### src/rtl/int_pkg.sv
// ---------------------------------------------------------------------------
// int_pkg -- shared definitions for the interrupter decoder.
//   * state_t  : decoder FSM states
//   * cnt_w()  : register width needed to hold 0..max_val (never below 1)
//   * DEF_*    : default constants, identical to those the generator uses
// ---------------------------------------------------------------------------
package int_pkg;

   localparam int DEF_CLK_MHZ       = 100;
   localparam int DEF_PAR_MAX_VAL   = 255;
   localparam int DEF_PERIOD_MAX_US = 65535;
   localparam int DEF_FILT          = 4;

   typedef enum logic [1:0] {
      IDLE  = 2'd0,
      HIGH  = 2'd1,
      LOW   = 2'd2,
      FAULT = 2'd3
   } state_t;

   function automatic int cnt_w(input int max_val);
      return (max_val < 1) ? 1 : $clog2(max_val + 1);
   endfunction

endpackage

### src/rtl/in_filter.sv
// ---------------------------------------------------------------------------
// in_filter -- synchroniser, run-length filter and edge strobes.
//   clk, rst_n : system clock, asynchronous active-low reset
//   in_raw     : asynchronous interrupter input
//   level      : filtered level; flips after FILT consecutive differing
//                synchronised samples
//   rise, fall : one-cycle strobes, high in the first cycle of the new level
// ---------------------------------------------------------------------------
module in_filter
   import int_pkg::*;
#(
   parameter int FILT = DEF_FILT
) (
   input  logic clk,
   input  logic rst_n,
   input  logic in_raw,
   output logic level,
   output logic rise,
   output logic fall
);

   localparam int CW = cnt_w(FILT - 1);
   localparam logic [CW-1:0] RUN_TOP = CW'(FILT - 1);

   logic [1:0]    sync;
   logic [1:0]    flush;
   logic [CW-1:0] run;
   logic          armed;

   // After reset the level reads 0, but the line may really be high. Until
   // FILT genuine low samples have been seen (once the synchroniser has
   // flushed its reset zeros) the filter stays disarmed, so a line that was
   // already high at release never produces a rise.
   always_ff @(posedge clk or negedge rst_n) begin
      if (!rst_n) begin
         sync  <= '0;
         flush <= '0;
         run   <= '0;
         armed <= 1'b0;
         level <= 1'b0;
         rise  <= 1'b0;
         fall  <= 1'b0;
      end else begin
         sync  <= {sync[0], in_raw};
         flush <= {flush[0], 1'b1};
         rise  <= 1'b0;
         fall  <= 1'b0;
         if (!armed) begin
            if (flush[1] && !sync[1]) begin
               if (run == RUN_TOP) begin
                  armed <= 1'b1;
                  run   <= '0;
               end else begin
                  run <= run + CW'(1);
               end
            end else begin
               run <= '0;
            end
         end else if (sync[1] != level) begin
            if (run == RUN_TOP) begin
               level <= sync[1];
               rise  <= sync[1];
               fall  <= ~sync[1];
               run   <= '0;
            end else begin
               run <= run + CW'(1);
            end
         end else begin
            run <= '0;
         end
      end
   end

endmodule

### src/rtl/int_decoder.sv
// ---------------------------------------------------------------------------
// int_decoder -- receive side of the interrupter link.
//   clk, rst_n : system clock, asynchronous active-low reset
//   in_raw     : asynchronous interrupter input (fibre receiver)
//   out        : gated copy of the filtered pulse for the bridge driver
//   pw_us      : last on-time in us (floor, saturating at PAR_MAX_VAL)
//   period_us  : last rise-to-rise period in us (saturating at PERIOD_MAX_US)
//   meas_stb   : one-cycle strobe when pw_us/period_us update
//   valid      : published measurements describe the current pulse train
//   fault      : on-time limit hit, output cut off until the input falls
// PW_LIMIT_US must not exceed PAR_MAX_VAL (the on-time counter saturates there).
// ---------------------------------------------------------------------------
module int_decoder
   import int_pkg::*;
#(
   parameter int CLK_MHZ       = DEF_CLK_MHZ,
   parameter int PAR_MAX_VAL   = DEF_PAR_MAX_VAL,
   parameter int PW_LIMIT_US   = PAR_MAX_VAL,
   parameter int PERIOD_MAX_US = DEF_PERIOD_MAX_US,
   parameter int FILT          = DEF_FILT
) (
   input  logic                              clk,
   input  logic                              rst_n,
   input  logic                              in_raw,
   output logic                              out,
   output logic [cnt_w(PAR_MAX_VAL)-1:0]     pw_us,
   output logic [cnt_w(PERIOD_MAX_US)-1:0]   period_us,
   output logic                              meas_stb,
   output logic                              valid,
   output logic                              fault
);

   localparam int PW_W  = cnt_w(PAR_MAX_VAL);
   localparam int PER_W = cnt_w(PERIOD_MAX_US);
   localparam int PRE_W = cnt_w(CLK_MHZ - 1);

   localparam logic [PW_W-1:0]  PW_SAT  = PW_W'(PAR_MAX_VAL);
   localparam logic [PW_W-1:0]  PW_LIM  = PW_W'(PW_LIMIT_US);
   localparam logic [PER_W-1:0] PER_SAT = PER_W'(PERIOD_MAX_US);
   localparam logic [PRE_W-1:0] PRE_TOP = PRE_W'(CLK_MHZ - 1);

   logic level, rise, fall;

   in_filter #(.FILT(FILT)) u_filt (
      .clk    (clk),
      .rst_n  (rst_n),
      .in_raw (in_raw),
      .level  (level),
      .rise   (rise),
      .fall   (fall)
   );

   // ---- us prescaler: the rise cycle is cycle 0 of a new microsecond ----
   logic [PRE_W-1:0] pre, pre_eff;
   logic             tick;

   always_comb begin
      pre_eff = rise ? '0 : pre;
      tick    = (pre_eff == PRE_TOP);
   end

   always_ff @(posedge clk or negedge rst_n) begin
      if (!rst_n) pre <= '0;
      else        pre <= tick ? '0 : pre_eff + PRE_W'(1);
   end

   // ---- FSM ----
   state_t state, state_nxt;
   logic   publish, latch, tmo, flt_clr;
   logic [PW_W-1:0]  on_cnt, pw_lat;
   logic [PER_W-1:0] per_cnt;

   always_ff @(posedge clk or negedge rst_n) begin
      if (!rst_n) state <= IDLE;
      else        state <= state_nxt;
   end

   // Limits are tested on the registered counts, so a fall arriving in the
   // first cycle the count shows the limit still wins.
   always_comb begin
      state_nxt = state;
      publish   = 1'b0;
      latch     = 1'b0;
      tmo       = 1'b0;
      flt_clr   = 1'b0;
      case (state)
         IDLE:  if (rise) state_nxt = HIGH;
         HIGH: begin
            if (fall) begin
               state_nxt = LOW;
               latch     = 1'b1;
            end else if (on_cnt == PW_LIM) begin
               state_nxt = FAULT;
            end
         end
         LOW: begin
            if (rise) begin
               state_nxt = HIGH;
               publish   = 1'b1;
            end else if (per_cnt == PER_SAT) begin
               state_nxt = IDLE;
               tmo       = 1'b1;
            end
         end
         FAULT: begin
            if (fall) begin
               state_nxt = IDLE;
               flt_clr   = 1'b1;
            end
         end
         default: state_nxt = IDLE;
      endcase
   end

   // ---- saturating on-time / period counters ----
   always_ff @(posedge clk or negedge rst_n) begin
      if (!rst_n) begin
         on_cnt  <= '0;
         per_cnt <= '0;
         pw_lat  <= '0;
      end else begin
         if (rise) begin
            // a tick in the rise cycle (CLK_MHZ == 1) belongs to the new pulse
            on_cnt  <= PW_W'(tick);
            per_cnt <= PER_W'(tick);
         end else if (state == IDLE) begin
            on_cnt  <= '0;
            per_cnt <= '0;
         end else begin
            if (tick && state == HIGH && level && on_cnt != PW_SAT)
               on_cnt <= on_cnt + PW_W'(1);
            if (tick && (state == HIGH || state == LOW) && per_cnt != PER_SAT)
               per_cnt <= per_cnt + PER_W'(1);
         end
         if (latch) pw_lat <= on_cnt;
      end
   end

   // ---- output registers ----
   always_ff @(posedge clk or negedge rst_n) begin
      if (!rst_n) begin
         out       <= 1'b0;
         meas_stb  <= 1'b0;
         valid     <= 1'b0;
         pw_us     <= '0;
         period_us <= '0;
      end else begin
         out      <= (state_nxt == HIGH);
         meas_stb <= publish;
         if (publish) begin
            pw_us     <= pw_lat;
            period_us <= per_cnt;
            valid     <= 1'b1;
         end else if (tmo || flt_clr) begin
            valid <= 1'b0;
         end
      end
   end

   assign fault = (state == FAULT);

endmodule

### config.mk
export PLATFORM = sky130hd
export DESIGN_NAME = int_decoder
export DESIGN_NICKNAME = d
export VERILOG_FILES = /design/src/rtl/int_pkg.sv /design/src/rtl/in_filter.sv /design/src/rtl/int_decoder.sv
export SDC_FILE = /design/constraint.sdc
export NUM_CORES = 1
export LEC_CHECK = 0
export ABC_CLOCK_PERIOD_IN_PS = 2900
export CORE_ASPECT_RATIO = 2
export CORE_MARGIN = 4
export CORE_UTILIZATION = 50
export CTS_BUF_LIST = sky130_fd_sc_hd__clkbuf_16
export CTS_CLUSTER_DIAMETER = 150
export DETAILED_ROUTE_END_ITERATION = 8
export PLACE_DENSITY_LB_ADDON = 0.3
export SLEW_MARGIN = 0
export SYNTH_ARGS = -nofsm -noshare
export SYNTH_HDL_FRONTEND = slang
export SYNTH_SLANG_ARGS = --single-unit
### constraint.sdc
create_clock -name clk -period 2.9 [get_ports clk]
set_input_delay 0.58 -clock clk [delete_from_list [all_inputs] [get_ports clk]]
set_output_delay 0.58 -clock clk [all_outputs]
set_load 0.005 [all_outputs]
== After elaboration in Yosys (flattened, before gate mapping) ==
Index checks and enable logic that the tools add are counted.

* Output and inout port bits: 28
* Register bits after elaboration: 78
* Input port bits: 3
* Logic and storage cells: 85

* Equality and inequality tests: 11
* $add $sub $neg: 4
* Reductions and logical operators: 14
* Multiplexer cells: 38
* Bitwise gates (word level): 1

{| class="wikitable"
|+ Operator list
! operator !! count
|-
| two-way mux 16 bit || 3
|-
| two-way mux 8 bit || 3
|-
| two-way mux 2 bit || 10
|-
| two-way mux 1 bit || 19
|-
| adder 16 x 1 -> 16 bit (second input constant) || 1
|-
| equality test 16 bit (second input constant) || 1
|-
| inequality test 16 bit (second input constant) || 1
|-
| two-way mux 7 bit || 2
|-
| adder 8 x 1 -> 8 bit (second input constant) || 1
|-
| equality test 8 bit (second input constant) || 1
|-
| inequality test 8 bit (second input constant) || 1
|-
| case mux 2 bit (4 select lines) || 1
|-
| adder 7 x 1 -> 7 bit (second input constant) || 1
|-
| equality test 7 bit (second input constant) || 1
|-
| equality test 2 bit (second input constant) || 3
|-
| logical AND 1 bit || 6
|-
| nonzero test 3 bit || 2
|-
| equality test 2 x 1 -> 1 bit (second input constant) || 2
|-
| AND reduction 3 bit || 1
|-
| adder 2 x 1 -> 2 bit (second input constant) || 1
|-
| zero test 2 bit || 1
|-
| logical OR 1 bit || 2
|-
| nonzero test 2 bit || 1
|-
| zero test 1 bit || 1
|-
| other kinds (2) || 2
|}

== Logic depth before layout (Yosys ltp) ==
Gate-level depths: netlist of run 1.

* Word-level depth: 8
* Mapped depth: 9

== By module ==
From an unflattened synthesis of run 1, not the netlist that was laid out.

* Cells, all modules: 307
* Area, all modules: 3554.7 µm²

{| class="wikitable"
|+ Modules (own cells, without submodules)
! module !! cells an instance !! instances !! area an instance (µm²)
|-
| int_decoder || 284 || 1 || 3206.8
|-
| in_filter || 23 || 1 || 347.8
|}

== Worst setup path after synthesis of run 1 ==
OpenSTA, ideal clock, no wires.

* Path type: reg-to-reg
* Start: register u_filt.rise
* End: register on_cnt[6]
* Cell stages (with the launch flop): 9
* Setup time: 78 ps
* Path buffers: 2
* Data arrival time: 2135 ps
* Setup slack: 687 ps
* Cells stage by stage: dfrtp_1 > clkbuf_1 > nor2b_1 > ha_1 > and4b_2 > nand4_2 > buf_6 > or4_1 > a21oi_1

* Longest elaborated chain between the ends: 6

{| class="wikitable"
|+ RTL lines
! what !! RTL line !! RTL
|-
| start: declaration || in_filter.sv:18 || <nowiki>output logic rise,</nowiki>
|-
| start signal: assignment || in_filter.sv:62 || <nowiki>rise <= sync[1];</nowiki>
|-
| two-way mux 7 bit || int_decoder.sv:58 || <nowiki>pre_eff = rise ? '0 : pre;</nowiki>
|-
| equality test 7 bit || int_decoder.sv:59 || <nowiki>tick = (pre_eff == PRE_TOP);</nowiki>
|-
| logical AND 1 bit (3 in a row) || int_decoder.sv:130 || <nowiki>if (tick && state == HIGH && level && on_cnt != PW_SAT)</nowiki>
|-
| nonzero test 3 bit (no line) || n/a ||
|-
| end signal: assignment || int_decoder.sv:124 || <nowiki>on_cnt <= PW_W'(tick);</nowiki>
|-
| end signal: assignment || int_decoder.sv:131 || <nowiki>on_cnt <= on_cnt + PW_W'(1);</nowiki>
|-
| end: declaration || int_decoder.sv:70 || <nowiki>logic [PW_W-1:0] on_cnt, pw_lat;</nowiki>
|}

Several ways; a longest one is shown, not always the timed one.
A chain may end at the register's enable or synchronous reset.

== Final worst setup path of run 1 ==
* Start: register u_filt.rise
* End: register per_cnt[9]

* Longest elaborated chain between the ends: 5

{| class="wikitable"
|+ RTL lines
! what !! RTL line !! RTL
|-
| two-way mux 7 bit || int_decoder.sv:58 ||
|-
| equality test 7 bit || int_decoder.sv:59 ||
|-
| logical AND 1 bit (2 in a row) || int_decoder.sv:132 || <nowiki>if (tick && (state == HIGH || state == LOW) && per_cnt != PER_SAT)</nowiki>
|-
| nonzero test 3 bit (no line) || n/a ||
|-
| end signal: assignment || int_decoder.sv:125 || <nowiki>per_cnt <= PER_W'(tick);</nowiki>
|-
| end signal: assignment || int_decoder.sv:133 || <nowiki>per_cnt <= per_cnt + PER_W'(1);</nowiki>
|-
| end: declaration || int_decoder.sv:71 || <nowiki>logic [PER_W-1:0] per_cnt;</nowiki>
|}

Several ways; a longest one is shown, not always the timed one.

==> results of run 1 <==
==> per-stage QoR <==
stage | hold slack, ns | util [%] | worst slack, ns
detailed placement | 0.340 | 56.5 | 0.382
global placement | 0.334 | 56.5 | 0.531
finish | 0.357 | 60.0 | 0.355
CTS | 0.360 | 60.0 | 0.376
global route | 0.362 | 60.0 | 0.164
floorplan | 0.284 | - | 0.687
==> cell usage after synthesis (2+ instances only) <==
master | n | area share [%]
mux2_2 | 31 | 9.7
nand4b_1 | 2 | 0.49
o31ai_1 | 14 | 2.9
a41o_1 | 3 | 0.83
nor4_1 | 2 | 0.35
mux2i_1 | 2 | 0.55
nand3_1 | 14 | 1.9
o21ai_0 | 10 | 1.4
buf_2 | 3 | 0.42
and2_1 | 5 | 0.87
a31oi_1 | 4 | 0.69
and3_1 | 6 | 1.0
clkbuf_1 | 10 | 1.0
nor2b_1 | 4 | 0.69
ha_1 | 8 | 2.8
nor3_1 | 4 | 0.55
o31a_1 | 2 | 0.49
nor2_1 | 10 | 1.0
nand4_1 | 9 | 1.6
buf_4 | 2 | 0.42
inv_1 | 8 | 0.83
a21oi_1 | 19 | 2.6
nand2_1 | 19 | 2.0
xor2_1 | 3 | 0.73
dfrtp_1 | 78 | 54
nand2b_1 | 2 | 0.35
or4_1 | 13 | 2.7
or3_1 | 3 | 0.52
and4_1 | 4 | 0.97
==> metal layers <==
metal | global-route usage [%] | part of all wire (%)
met1 | 19.4 | 37
met2 | 29.3 | 54
met3 | 5.35 | 4.6
met4 | 11.8 | 4.1
met5 | 0 | 0
==> critical path, cell delays in order (launching register included) <==
cell,delay [ns]
dfrtp_1,0.52
nor2b_1,0.23
ha_1,0.28
and4b_2,0.33
nand3_2,0.35
or4_1,0.60
a21oi_1,0.15
==> power breakdown <==
part / total, uW / switching [uW] / internal, uW / leakage (uW)
logic: 193 / 112 / 80.8 / 0.000677
registers: 1210 / 65.2 / 1150 / 0.00106
clock network: 941 / 386 / 554 / 0.000125
total: 2340 / 563 / 1780 / 0.00187
==> cell type report <==
type	count	area (um2)
Clock buffer	9	225
Clock inverter	5	20.0
Fill cell	589	2800
Inverter	8	30.0
Multi-Input combinational cell	212	1540
Sequential cell	78	1950
Tap cell	90	113
Timing Repair Buffer	32	313
==> flip-flops by register name, indices dropped and copies added (netlist names) <==
| name | count |
|---|---|
| per_cnt | 16 |
| period_us | 16 |
| on_cnt | 8 |
| pw_lat | 8 |
| pw_us | 8 |
| pre | 7 |
| state | 2 |
| u_filt.flush | 2 |
| u_filt.run | 2 |
| u_filt.sync | 2 |
| meas_stb | 1 |
| out | 1 |
| u_filt.armed | 1 |
| u_filt.fall | 1 |
| u_filt.level | 1 |
| u_filt.rise | 1 |
| valid | 1 |
==> final timing paths <==
check,end,depth (start not counted)
setup / recovery,per_cnt[9],6
hold / removal,u_filt.flush[1],0
setup reg to reg,per_cnt[9],6
hold reg to reg,u_filt.flush[1],0
max in group asynchronous,period_us[6],1
min in group asynchronous,pw_us[7],1
==> kinds of logic after synthesis <==
group                      Yosys count  synth area share (%)
buffers and inverters               25                  3.12
adders and majority gates            8                  2.77
other                                1                 0.104
xor gates and xnor gates             4                 0.971
muxes                               33                  10.2
DFF                                 78                  54.1
and+or+nand+nor                    104                  17.4
AOI/OAI and AO/OA                   62                  11.2
==> reports/summary.txt, run 1 <==
Die Span Y: 128 um
via count: 2,602
Distinct cells, synth: 50
Site Rows: 43
Initial Utilization: 51.6%
Yosys reg bits: 78
Pwr Density: 559 nW/um2
H-tree levels: 3
Reg2Reg Setup Slack: 0.35 ns
Tcrit/Tclk final: 87.8%
clk sink count: 78
CP Max Fanout: 23
worst setup path class: flop to flop
IO Port Bufs: 30
fin cells: 434
global-route wire length before repair: 11.7 mm
Final Cell Area: 4200 um2
MaxCap Viol Count: 0
Max VDD drop: 0.399 mV
slew margin rel.: 36.5%
vias per cell: 6.00
Leakage: 0.00187 uW
initial antenna violation count: 0
Root Buffer Master: clkbuf_16
total power: 2340 uW
TritonCTS Buffers: 9
DR iter-0 viols: 184
DRT antenna net count: 0
status: finished, final reports clean
Critical Path End Type: flop
wire per inst: 16.1 um
total track usage: 18.0%
final setup fails: 0
Reg clk slew, reported paths: 0.05 ns
cts hold-fix bufs: 0
core footprint: 6990 um2
drt drc: 0
final wirelength: 6.97 mm
largest net degree at the start of global routing: 79
Final min period: 2.55 ns
placed cell count: 420
Clock Latency Late Sink: 0.33 ns
Hold Path Class: flop to flop
DIE WIDTH: 68.1 um
commonest non-fill, non-tap cells in the layout: dfrtp_1, mux2_2, clkdlybuf4s50_1, a21oi_1, nand2_1
fmax: 0.393 GHz
final slew viol count: 0
Clock Skews: 0.00390 ns
FF-to-FF Start: u_filt.rise
detailed placement HPWL: 4.84 mm
Fin Setup TNS: 0 ns
Worst Setup SP: u_filt.rise
ys async rst share: 100%
critical path data arrival time: 2.80 ns
Worst-Margin Slew: 0.952 ns
Yosys warning total: 0
Post-synth EDFFs: 0
layout cells sized above 1: 14.8%
Max Buffers Root-to-Sink: 2
grt ovf: 0
sequential fraction of the synthesis area: 54.1%
syn nets: 326
router iterations before antenna repair: 4
HP Start: u_filt.flush[0]
most common cell after layout, fill and taps aside: dfrtp_1
vias in the first global route: 2,609
mapped cell area: 3610 um2
# nets final: 352
Synth Flop Type: dfrtp_1
io pins: 31
Critical Path RT: 3.16 ns
Die Area: 8720 um2
post-CTS sizing: 0
CTS tree: done
Avg Cell Area, Syn: 11.5 um2
critical path launch point type: flop
RSZ-0062 raised after global routing: false
Post-CTS Setup Bufs: 0
Final Hold Viols: 0
area grow syn2layout: 16.3%
routability cong.: 0.842
Cells after Synth: 315
Placed Area: 3950 um2
antenna cell count: 0
Power figures use the tool's default switching activity.
==> inputs of run 2 (changes only) <==
Settings changed: ABC_CLOCK_PERIOD_IN_PS 2900 to 2700.
Clock period 2.9 ns to 2.7 ns, I/O delays scaled along.
==> run 2 against run 1 <==
First-iteration DRC count decreased by 17%; via count is 0.77% lower; critical path depth unchanged; fmax up 9.6%; die area unchanged; critical path type unchanged.
==> reports/summary.txt, run 2 (synthesized netlist as in run 1, its figures left out) <==
slew margin rel.: 34.3% (-2.2 points)
CP Max Fanout: 23 (unchanged)
CTS tree: done
MaxCap Viol Count: 0 (unchanged)
largest net degree at the start of global routing: 79 (unchanged)
drt drc: 0 (unchanged)
final worst setup slack: 0.377 ns (+0.0223 ns)
wire per inst: 16.6 um (+3.3%)
Fill cells: 610 (+3.6%)
cts hold-fix bufs: 0 (unchanged)
final wirelength: 7.17 mm (+2.8%)
placed cell count: 421 (+0.24%)
DIE WIDTH: 68.1 um (unchanged)
Reg clk slew, reported paths: 0.05 ns (about the same)
Worst-Margin Slew: 0.986 ns (+0.0337 ns)
Site Rows: 43 (unchanged)
clk sink count: 78 (unchanged)
DRT antenna net count: 0 (unchanged)
critical path data arrival time: 2.58 ns (-0.22 ns)
TritonCTS Buffers: 9 (unchanged)
post-CTS sizing: 0 (unchanged)
Die Span Y: 128 um (unchanged)
reg2reg path depth: 6 (unchanged)
routability cong.: 0.817 (-3.0%)
router iterations before antenna repair: 4 (unchanged)
vias per cell: 5.98 (-0.31%)
initial antenna violation count: 0 (unchanged)
Max Buffers Root-to-Sink: 2 (unchanged)
# nets final: 353 (+0.28%)
core footprint: 6990 um2 (unchanged)
Max VDD drop: 0.416 mV (+4.4%)
Tcrit/Tclk final: 86.0% (-1.7 points)
Largest regs: per_cnt (16), period_us (16)
Fin Setup TNS: 0 ns (unchanged)
global-route wire length before repair: 12.6 mm (+7.3%)
Final min period: 2.32 ns (-0.222 ns)
layout cells sized above 1: 14.9% (+0.087 points)
IO Port Bufs: 30 (unchanged)
Critical Path RT: 2.96 ns (-0.20 ns)
final setup fails: 0 (unchanged)
fmax: 0.430 GHz (+9.6%)
fin cells: 432 (-0.46%)
antenna cell count: 0 (unchanged)
Leakage: 0.00187 uW (+0.12%)
vias in the first global route: 2,645 (+1.4%)
final slew viol count: 0 (unchanged)
detailed placement HPWL: 5.00 mm (+3.4%)
Post-CTS Setup Bufs: 0 (unchanged)
grt ovf: 0 (unchanged)
Critical Path End Type: flop
Clock Latency Late Sink: 0.33 ns (about the same)
DR iter-0 viols: 152 (-17%)
total track usage: 19.3% (+1.3 points)
via count: 2,582 (-0.77%)
Clock Skews: 0.00383 ns (-0.0000632 ns)
Initial Utilization: 51.6% (unchanged)
critical path launch point type: flop
Pwr Density: 597 nW/um2 (+6.8%)
Die Area: 8720 um2 (unchanged)
worst setup path class: flop to flop
RSZ-0062 raised after global routing: false
area grow syn2layout: 16.2%
Placed Area: 3960 um2 (+0.19%)
Root Buffer Master: clkbuf_16
pre-CTS setup slack: 0.389 ns (+0.00638 ns)
io pins: 31 (unchanged)
commonest non-fill, non-tap cells in the layout: dfrtp_1, mux2_2, clkdlybuf4s50_1, a21oi_1, nand2_1
most common cell after layout, fill and taps aside: dfrtp_1
H-tree levels: 3 (unchanged)
Final Hold Viols: 0 (unchanged)
Final Cell Area: 4190 um2 (-0.12%)
Hold Path Class: input port to asynchronous set/reset pin
status: finished, final reports clean
==> run 2: cell count changes in the layout (fill, tap and decap cells not counted), sizes merged <==
cell,before,now
inv,9,10
clkinv,4,0
buf,3,4
==> run 2: layer usage <==
| layer | track usage (%) | vias to the layer above | wire, um |
|---|---|---|---|
| li1 | - | 1219 | - |
| met1 | 21.1 | 1300 | 2710 |
| met2 | 32.8 | 48 | 4020 |
| met3 | 5.26 | 15 | 242 |
| met4 | 9.85 | 0 | 199 |
| met5 | 0 | - | 0 |
==> run 2: final timing paths <==
path / start / to / slack [ns]
setup / recovery: u_filt.rise / per_cnt[5] / 0.38
hold / removal: rst_n / period_us[1] / 0.32
setup reg to reg: u_filt.rise / per_cnt[5] / 0.38
hold reg to reg: u_filt.flush[0] / u_filt.flush[1] / 0.35
max in group asynchronous: rst_n / period_us[15] / 1.68
min in group clk: u_filt.flush[0] / u_filt.flush[1] / 0.35
==> run 2: area by class of cell <==
| type | instances | area [um2] | area share (%) |
|---|---|---|---|
| multi-input combinational | 212 | 1540 | 36.8 |
| timing repair buffer | 33 | 320 | 7.64 |
| clock inverter | 2 | 7.51 | 0.179 |
| tap | 90 | 113 | 2.69 |
| sequential | 78 | 1950 | 46.6 |
| clock buffer | 9 | 225 | 5.37 |
| inverter | 8 | 30.0 | 0.717 |
==> run 2: critical path, cell delays in order (launching register included) <==
cell     delay (ns)
dfrtp_1        0.39
nor2b_1        0.17
ha_1           0.27
and4b_2        0.32
nand3_2        0.34
or4_1          0.59
a21oi_1        0.15
==> run 2: power by group <==
group	total [uW]	internal (uW)	leakage [uW]	switching, uW
logic	205	86.7	0.000683	119
registers	1300	1230	0.00106	70.2
clock network	995	588	0.000122	407
==> run 2: through the flow <==
stage	total power [uW]	util, %	hold WS, ns
after global placement	1520	56.6	0.334
after detailed placement	1530	56.6	0.340
after global routing	2640	59.9	0.353
final	2500	59.9	0.316
after CTS	2540	59.9	0.352
after floorplan	1460	-	0.244
==> inputs of run 3 (changes only) <==
Settings changed: ABC_CLOCK_PERIOD_IN_PS 2700 to 2600, SKIP_LAST_GASP set to 1.
Clock period 2.7 ns to 2.6 ns, I/O delays scaled along.
==> run 3 against run 2 <==
Combinational power increased by 6%; die area stayed put; count of clock-buffer cells in the layout did not move; fmax rose by 1.8%; first-iteration DRC count is 1.3% lower; setup slack got worse by 0.060 ns; clock skew rose by 0.0028 ns; critical path type unchanged; critical endpoint is now per_cnt[8]; largest power group unchanged; highest routed layer unchanged.
==> reports/summary.txt, run 3 (synthesized netlist as in run 1, its figures left out) <==
io pins: 31 (unchanged)
# nets final: 355 (+0.57%)
detailed placement HPWL: 4.92 mm (-1.7%)
total track usage: 18.5% (-0.75 points)
Fin Setup TNS: 0 ns (unchanged)
fin cells: 439 (+1.6%)
final setup fails: 0 (unchanged)
Worst Setup SP: u_filt.rise
H-tree levels: 3 (unchanged)
worst setup path class: flop to flop
router iterations before antenna repair: 4 (unchanged)
total power: 2780 uW (+11%)
Final Hold Viols: 0 (unchanged)
placed cell count: 423 (+0.48%)
final slew viol count: 0 (unchanged)
antenna cell count: 0 (unchanged)
layout cells sized above 1: 16.9% (+2.0 points)
FF-to-FF Start: u_filt.rise
critical path launch point type: flop
Pwr Density: 650 nW/um2 (+8.9%)
post-CTS sizing: 0 (unchanged)
CP Max Fanout: 23 (unchanged)
commonest non-fill, non-tap cells in the layout: dfrtp_1, mux2_2, clkdlybuf4s50_1, a21oi_1, nand2_1
core footprint: 6990 um2 (unchanged)
CTS tree: done
Max VDD drop: 0.480 mV (+15%)
via count: 2,616 (+1.3%)
RSZ-0062 raised after global routing: false
pre-CTS setup slack: 0.328 ns (-0.0603 ns)
final wirelength: 7.09 mm (-1.1%)
Clock Skews: 0.00663 ns (+0.00279 ns)
Die Area: 8720 um2 (unchanged)
Root Buffer Master: clkbuf_16
Tcrit/Tclk final: 87.8% (+1.8 points)
routability cong.: 0.831 (+1.7%)
drt drc: 0 (unchanged)
MaxCap Viol Count: 0 (unchanged)
DRT antenna net count: 0 (unchanged)
Initial Utilization: 51.6% (unchanged)
DR iter-0 viols: 150 (-1.3%)
grt ovf: 0 (unchanged)
Largest regs: per_cnt (16), period_us (16)
IO Port Bufs: 30 (unchanged)
Post-CTS Setup Bufs: 0 (unchanged)
Clock Latency Late Sink: 0.34 ns (about the same)
Leakage: 0.00190 uW (+1.9%)
Die Span Y: 128 um (unchanged)
final worst setup slack: 0.317 ns (-0.0596 ns)
fmax: 0.438 GHz (+1.8%)
wire per inst: 16.2 um (-2.6%)
Site Rows: 43 (unchanged)
Max Buffers Root-to-Sink: 2 (unchanged)
initial antenna violation count: 0 (unchanged)
area grow syn2layout: 18.5%
DIE WIDTH: 68.1 um (unchanged)
TritonCTS Buffers: 9 (unchanged)
vias in the first global route: 2,630 (-0.57%)
global-route wire length before repair: 12.1 mm (-3.8%)
cts hold-fix bufs: 0 (unchanged)
Critical Path RT: 2.86 ns (-0.10 ns)
Critical Path End Type: flop
clk sink count: 78 (unchanged)
largest net degree at the start of global routing: 64 (-19%)
Reg clk slew, reported paths: 0.06 ns (about the same)
critical path data arrival time: 2.54 ns (-0.04 ns)
vias per cell: 5.96 (-0.30%)
status: finished, final reports clean
Final min period: 2.28 ns (-0.0404 ns)
Hold Path Class: input port to asynchronous set/reset pin
most common cell after layout, fill and taps aside: dfrtp_1
==> run 3: cell count changes in the layout (fill, tap and decap cells not counted) <==
cell	before	now
buf_4	4	5
buf_12	0	1
inv_1	10	8
clkinv_2	0	3
clkinvlp_4	0	1
clkinv_1	0	1
bufinv_16	0	1
clkinv_4	0	1
==> run 3: area by class of cell <==
class,instances,area [um2]
multi-input combinational,212,1540
tap,90,113
timing repair buffer,35,348
sequential,78,1950
inverter,8,30.0
fill,606,2720
clock inverter,7,65.1
clock buffer,9,225
==> run 3: power breakdown <==
group          internal, uW  switching, uW
Sequential             1280           73.1
Clock                   735            478
Combinational          93.0            124
==> run 3: per-layer routing <==
layer | global-route usage [%] | share of wire [%] | vias to the layer above
li1 | - | - | 1234
met1 | 20.3 | 40 | 1326
met2 | 31.1 | 54 | 38
met3 | 3.86 | 2.6 | 18
met4 | 11.8 | 3.4 | 0
met5 | 0 | 0 | -
==> run 3: path summary, 6_finish.rpt <==
check / endpoint / slack (ns) / cells past startpoint
worst max-delay path: per_cnt[8] / 0.32 / 6
worst max register to register: per_cnt[8] / 0.32 / 6
worst min register to register: u_filt.sync[1] / 0.35 / 0
worst min-delay path: pw_us[7] / 0.04 / 1
min in group clk: u_filt.sync[1] / 0.35 / 0
max in group asynchronous: on_cnt[3] / 1.98 / 2
==> run 3: critical path: stages (launching register included) <==
cell and delay, ns:
dfrtp_1 0.39, nor2b_1 0.17, ha_1 0.26, and4b_2 0.32, nand3_2 0.33, or4_1 0.58
a21oi_1 0.15
==> run 3: stage by stage <==
| step | utilization, % | hold WS [ns] | area [um2] |
|---|---|---|---|
| global route | 61.1 | 0.0461 | 4280 |
| finish | 61.1 | 0.0381 | 4280 |
| detailed placement | 57.0 | 0.344 | 3990 |
| CTS | 61.1 | 0.0364 | 4280 |
| global placement | 57.0 | 0.334 | 3990 |
| floorplan | - | 0.224 | 3610 |
